`src/rtl/branch_target_predictor_pkg.sv`:
```
// Shared branch-prediction encodings used by the predictor and the PC select logic.
package branch_target_predictor_pkg;

  // Br_Result codes reported when EX resolves a predicted branch
  localparam logic [1:0] BR_RES_PNT_TAKEN  = 2'b00;  // predicted not-taken, taken -> PC_ALU
  localparam logic [1:0] BR_RES_CORRECT    = 2'b01;
  localparam logic [1:0] BR_RES_PT_NTAKEN  = 2'b10;  // predicted taken, not taken -> PC_old+4
  localparam logic [1:0] BR_RES_PT_BAD_TGT = 2'b11;  // predicted taken, wrong target -> PC_ALU

  localparam logic [1:0] CNT_STRONG_NT = 2'b00;
  localparam logic [1:0] CNT_WEAK_NT   = 2'b01;
  localparam logic [1:0] CNT_WEAK_T    = 2'b10;
  localparam logic [1:0] CNT_STRONG_T  = 2'b11;

endpackage

```
`src/rtl/branch_target_predictor_sat_counter.sv`:
```
// 2-bit saturating up/down counter next-state for BTB entries.
module bp_sat_counter
  import branch_target_predictor_pkg::*;
(
  input  logic [1:0] cnt,
  input  logic       inc,
  output logic [1:0] cnt_next_c
);

  always_comb begin
    cnt_next_c = cnt;
    if (inc) begin
      if (cnt != CNT_STRONG_T) cnt_next_c = cnt + 2'd1;
    end else begin
      if (cnt != CNT_STRONG_NT) cnt_next_c = cnt - 2'd1;
    end
  end

endmodule

```
`src/rtl/branch_target_predictor.sv`:
```
// Direct-mapped BTB with 2-bit counters; combinational IF lookup, metadata carried to EX
// where the branch is resolved, reported and written back.
module branch_target_predictor
  import branch_target_predictor_pkg::*;
#(
  parameter int unsigned ENTRIES = 16,
  parameter int unsigned XLEN    = 32
) (
  input  logic            clk,
  input  logic            rst,
  input  logic [XLEN-1:0] PC_F,
  input  logic            Stall,
  input  logic            Flush,
  input  logic            Ex_Is_Branch,
  input  logic            Ex_Taken,
  input  logic [XLEN-1:0] Ex_Target,
  output logic            Br_Dectected,
  output logic            Br_PredictedBit,
  output logic [XLEN-1:0] PC_Predicted,
  output logic            Br_Dectected_Ex,
  output logic [1:0]      Br_Result
);

  localparam int unsigned IDX_W = $clog2(ENTRIES);
  localparam int unsigned TAG_W = XLEN - IDX_W - 2;
  localparam int unsigned WPC_W = XLEN - 2;

  logic             valid_q  [ENTRIES];
  logic [TAG_W-1:0] tag_q    [ENTRIES];
  logic [XLEN-1:0]  target_q [ENTRIES];
  logic [1:0]       cnt_q    [ENTRIES];

  // PC carried as a word address; the byte-offset bits never reach the table
  logic [1:0] unused_pc_bits_c;
  assign unused_pc_bits_c = PC_F[1:0];

  logic [IDX_W-1:0] f_idx;
  logic [TAG_W-1:0] f_tag;
  logic             f_hit;

  assign f_idx = PC_F[IDX_W+1:2];
  assign f_tag = PC_F[XLEN-1:IDX_W+2];
  assign f_hit = valid_q[f_idx] && (tag_q[f_idx] == f_tag);

  assign Br_Dectected    = f_hit;
  assign Br_PredictedBit = f_hit & cnt_q[f_idx][1];
  assign PC_Predicted    = f_hit ? target_q[f_idx] : '0;

  logic             id_valid, id_hit, id_pred;
  logic [WPC_W-1:0] id_pc;
  logic [XLEN-1:0]  id_target;
  logic             ex_valid, ex_hit, ex_pred;
  logic [WPC_W-1:0] ex_pc;
  logic [XLEN-1:0]  ex_target;

  // Metadata pipe: Flush beats Stall beats advance
  always_ff @(posedge clk) begin
    if (rst) begin
      id_valid  <= 1'b0;
      id_hit    <= 1'b0;
      id_pred   <= 1'b0;
      id_pc     <= '0;
      id_target <= '0;
      ex_valid  <= 1'b0;
      ex_hit    <= 1'b0;
      ex_pred   <= 1'b0;
      ex_pc     <= '0;
      ex_target <= '0;
    end else if (Flush) begin
      id_valid <= 1'b0;
      ex_valid <= 1'b0;
    end else if (Stall) begin
      ex_valid <= 1'b0;
    end else begin
      id_valid  <= 1'b1;
      id_hit    <= f_hit;
      id_pred   <= Br_PredictedBit;
      id_pc     <= PC_F[XLEN-1:2];
      id_target <= PC_Predicted;
      ex_valid  <= id_valid;
      ex_hit    <= id_hit;
      ex_pred   <= id_pred;
      ex_pc     <= id_pc;
      ex_target <= id_target;
    end
  end

  assign Br_Dectected_Ex = ex_valid & ex_hit;

  always_comb begin
    Br_Result = BR_RES_PNT_TAKEN;
    if (Br_Dectected_Ex) begin
      if (ex_pred) begin
        if (!Ex_Taken)                    Br_Result = BR_RES_PT_NTAKEN;
        else if (ex_target == Ex_Target)  Br_Result = BR_RES_CORRECT;
        else                              Br_Result = BR_RES_PT_BAD_TGT;
      end else begin
        Br_Result = Ex_Taken ? BR_RES_PNT_TAKEN : BR_RES_CORRECT;
      end
    end
  end

  // Update hit is re-evaluated: the entry may have been replaced since fetch
  logic [IDX_W-1:0] u_idx;
  logic [TAG_W-1:0] u_tag;
  logic             u_hit;
  logic             do_update;
  logic [1:0]       cnt_next_c;

  assign u_idx     = ex_pc[IDX_W-1:0];
  assign u_tag     = ex_pc[WPC_W-1:IDX_W];
  assign u_hit     = valid_q[u_idx] && (tag_q[u_idx] == u_tag);
  assign do_update = ex_valid & Ex_Is_Branch;

  bp_sat_counter u_sat_counter (
    .cnt        (cnt_q[u_idx]),
    .inc        (Ex_Taken),
    .cnt_next_c (cnt_next_c)
  );

  always_ff @(posedge clk) begin
    if (rst) begin
      for (int i = 0; i < int'(ENTRIES); i++) begin
        valid_q[i]  <= 1'b0;
        tag_q[i]    <= '0;
        target_q[i] <= '0;
        cnt_q[i]    <= CNT_WEAK_NT;
      end
    end else if (do_update) begin
      if (u_hit) begin
        cnt_q[u_idx] <= cnt_next_c;
        if (Ex_Taken) target_q[u_idx] <= Ex_Target;
      end else if (Ex_Taken) begin
        valid_q[u_idx]  <= 1'b1;
        tag_q[u_idx]    <= u_tag;
        target_q[u_idx] <= Ex_Target;
        cnt_q[u_idx]    <= CNT_WEAK_T;
      end
    end
  end

endmodule

```
`config.mk`:
```
export PLATFORM = sky130hd
export DESIGN_NAME = branch_target_predictor
export DESIGN_NICKNAME = d
export VERILOG_FILES = /design/src/rtl/branch_target_predictor_pkg.sv /design/src/rtl/branch_target_predictor_sat_counter.sv /design/src/rtl/branch_target_predictor.sv
export SDC_FILE = /design/constraint.sdc
export NUM_CORES = 2
export LEC_CHECK = 0
export BUFFER_PORTS_ARGS = -buffer_cell sky130_fd_sc_hd__buf_2
export CELL_PAD_IN_SITES_DETAIL_PLACEMENT = 0
export CELL_PAD_IN_SITES_GLOBAL_PLACEMENT = 1
export CORE_AREA = 2 2 284 342
export DETAILED_ROUTE_END_ITERATION = 8
export DIE_AREA = 0 0 286 344
export PLACE_DENSITY_LB_ADDON = 0.12
export SLEW_MARGIN = 10
export SYNTH_ARGS = -nofsm -noshare
export SYNTH_HDL_FRONTEND = slang
export SYNTH_HIERARCHICAL = 1
export SYNTH_SLANG_ARGS = --single-unit
```
`constraint.sdc`:
```
create_clock -name clk -period 9.3 [get_ports clk]
set_clock_uncertainty 0.1 [all_clocks]
set_input_delay 0.465 -clock clk [delete_from_list [all_inputs] [get_ports clk]]
set_output_delay 0.465 -clock clk [all_outputs]
set_load 0.005 [all_outputs]
```
==> impl_results.md <==
- Die area: roughly 98000 um2
- Initial Util: 57.56%
- Seq cells post-synth: roughly 1100
- PwrDens: 184.7 nW/um2
- CORE AREA: about 95000 um2
- Drt first pass iters: 7
- Fmax: 150.7 MHz
- Worst min path class: in -> reg
- Chip Width: approximately 290 um
- Pleak: ~24 nW
- Via count: ~36000
- Slowest cell on crit path: nor4_4
- Drc violations: 0
- CTS sink count: 1110
- Hold Fails Final Rpt: 0
- Vias in the first global route: between 30000 and 40000
- Finished Layout Cells: 5176
- Mapped Nets: around 4000
- Cts bufs inserted: 110
- CP arrival: between 6 and 7 ns
- Layout cells sized above 1: 20.81%
- GRT overflow: 0
- First-pass GRT wire length: 249900 um
- IO Port Bufs: ~100
- Root buffer cell: clkbuf_16
- Drt total wl: approximately 170000 um
- Layout area overhead: 9.993%
- EDFF count, synth: between 900 and 1000
- Filler cells: just over 7000
- Slew HR: 9.701%
- Top delay family on crit path: simple AND/OR/NAND/NOR gates
- Worst-path cell chain: buf_12 > mux4_2 > nor2_1 > a211oi_1 > o311ai_1 > nand4_1 > nor4_4 > nand2_8 > a21o_1 > buf_4
- Fin crit share: slightly above 70%
- Status: finished clean
- Total Routing Usage GR: 35.53%
- Post-DRT Antenna Nets: 0
- Max incr delay on CP: around 0.88 ns
- Synth Flop Type: edfxtp_1
- Final Worst Setup Slack: 2.663 ns
- Post-synthesis cell count: slightly below 4000
- Cells after DPL: 4941
- Critical path type: reg -> reg
- Synth Warn #: 6
- CTS tree: yes
- Total chip power: 11.10 mW
- Crit path buf inv count: 2
- Clk slew on worst S/H paths: roughly 0.060 ns
- Initial antenna violation count: 20
- Count of final setup violators: 0
- Netlist cell types: between 70 and 80
- RSZ-0062 raised after global routing: false
- WP data required: 9.61 ns
- Worst-margin pin slew: around 1.4 ns
- Hold_sp: PC_F[18]
- Syn avg cell area: 13.97 um2
- Max-cap violations: 0
- Die Y: roughly 340 um
- Routed WL per cell: ~33 um
- Crit-path max FO: 205
- HPWL after DPL: between 90000 and 100000 um
- Asr flop ratio synth: 0%
- Post-placement setup slack: 2.826 ns
- RD Place Congestion: around 0.9
- Setup Total Neg Slack: 0 ns
- Largest net degree at the start of global routing: ~200
- Nets: just under 4000
- Via density: around 7.0
- Reg area: between 30000 and 40000 um2
- Ports: around 110
- Final Util: ~63%
- Drt initial violations: between 4000 and 5000
- Row count: 124
- Area of the multi-input gates: ~21000 um2
- Cell Area, Synth: ~55000 um2
- Worst-skew pair later-pin latency: about 0.71 ns
- Worst VDD drop: around 0.00016 V
- Seq/Total Area, Yosys: between 50% and 60%
- Worst setup EP type: register
- Crit start category: register
- Final min period: about 6.6 ns
- Clock Tree Buf Depth: 3
- H-tree Lvls: 3
- Max Slew Vio Count: 0
## what timing repair did
| item | CTS | global route |
|---|---|---|
| endpoints found under the hold margin | 24 | 0 |
| hold buffers | 25 | 0 |
| setup buffers | 0 | 0 |
| gates resized for setup | 0 | 0 |
## cell usage in the layout, fill, tap and decap left out, types with 24 or more instances in the layout
| cell | count |
|---|---|
| a21oi_1 | 109 |
| edfxtp_1 | 960 |
| mux2i_1 | 119 |
| mux4_2 | 377 |
| nand2_1 | 284 |
| buf_4 | 94 |
| nand3_1 | 24 |
| and2_1 | 266 |
| xor2_1 | 30 |
| clkbuf_16 | 115 |
| dfxtp_1 | 146 |
| and3_1 | 707 |
| buf_2 | 98 |
| xnor2_1 | 56 |
| o32ai_1 | 33 |
| clkinv_2 | 24 |
| dlygate4sd3_1 | 25 |
| clkbuf_1 | 25 |
## registers in the layout, summed over array words and instances (netlist names), named ones only
name,flops
id_valid,1
ex_pred,1
id_target,32
id_pc,30
tag_q,416
ex_hit,1
target_q,512
valid_q,16
ex_target,32
ex_pc,30
id_pred,1
cnt_q,32
id_hit,1
ex_valid,1
## final cells by class
type | count | area share, %
clock buffer | 151 | 5.195
inverter | 16 | 0.1020
sequential | 1110 | 52.96
antenna | 4 | 0.01665
clock inverter | 55 | 1.041
multi-input combinational | 2357 | 35.49
tap | 1260 | 2.622
timing repair buffer | 223 | 2.564
## Yosys cell counts, types with 30 or more instances
master	instances	share of area, %
a21oi_1	109	1.0
and2_1	266	3.0
and3_1	707	8.1
buf_1	30	0.21
buf_2	86	0.79
clkbuf_1	299	2.1
dfxtp_1	150	5.5
edfxtp_1	960	53
mux2i_1	119	2.2
mux4_2	377	16
nand2_1	284	2.0
nor2_1	48	0.33
o21ai_0	39	0.36
o32ai_1	33	0.53
xnor2_1	56	0.90
xor2_1	30	0.48
## routing by layer
layer  global-route usage (%)  routed length, um
met1                    45.03              61290
met2                    58.85              85270
met3                    5.642              15790
met4                    20.11              10940
met5                        0                 99
## per-stage QoR
stage / area, um2 / hold slack, ns
after floorplan: 54650 / 0.3247
after global placement: 56110 / 0.3362
after detailed placement: 56110 / 0.3435
after CTS: 60110 / 0.003675
after global routing: 60110 / 0.02243
final: 60120 / 0.02971
## cell families (layout without fill, tap and decap cells)
logic type / count (synthesis) / in the layout / share of synthesized area, %
other: 0 / 4 / 0
AOI/OAI and AO/OA: 319 / 319 / 3.942
buffers and inverters: 446 / 445 / 3.390
muxes: 503 / 503 / 17.86
adders and majority gates: 2 / 2 / 0.04120
and+or+nand+nor: 1447 / 1447 / 15.15
DFF: 1110 / 1110 / 58.24
xor gates and xnor gates: 86 / 86 / 1.378
## where the power goes
group          switching (mW)  internal (mW)  total [mW]
Clock                    1.94           2.70        4.65
Combinational           0.533          0.307       0.840
Sequential             0.0716           5.54        5.61
## path summary, 6_finish.rpt
check,end,slack (ns),cells after the start
max,tag_q[0][14],2.66,10
max reg2reg,tag_q[0][14],2.66,10
min,id_pc[16],0.03,3
min reg2reg,ex_target[26],0.35,2
## worst reg2reg max path: stages (launching register included)
cell and delay (ns):
dfxtp_4 0.86, buf_12 0.56, mux4_2 0.69, nor2_1 0.15
a211oi_1 0.07, o311ai_1 0.63, nand4_1 0.28, nor4_4 0.88
nand2_8 0.78, a21o_1 0.88, buf_4 0.43
Note: power is estimated with default switching activity, not from simulation.
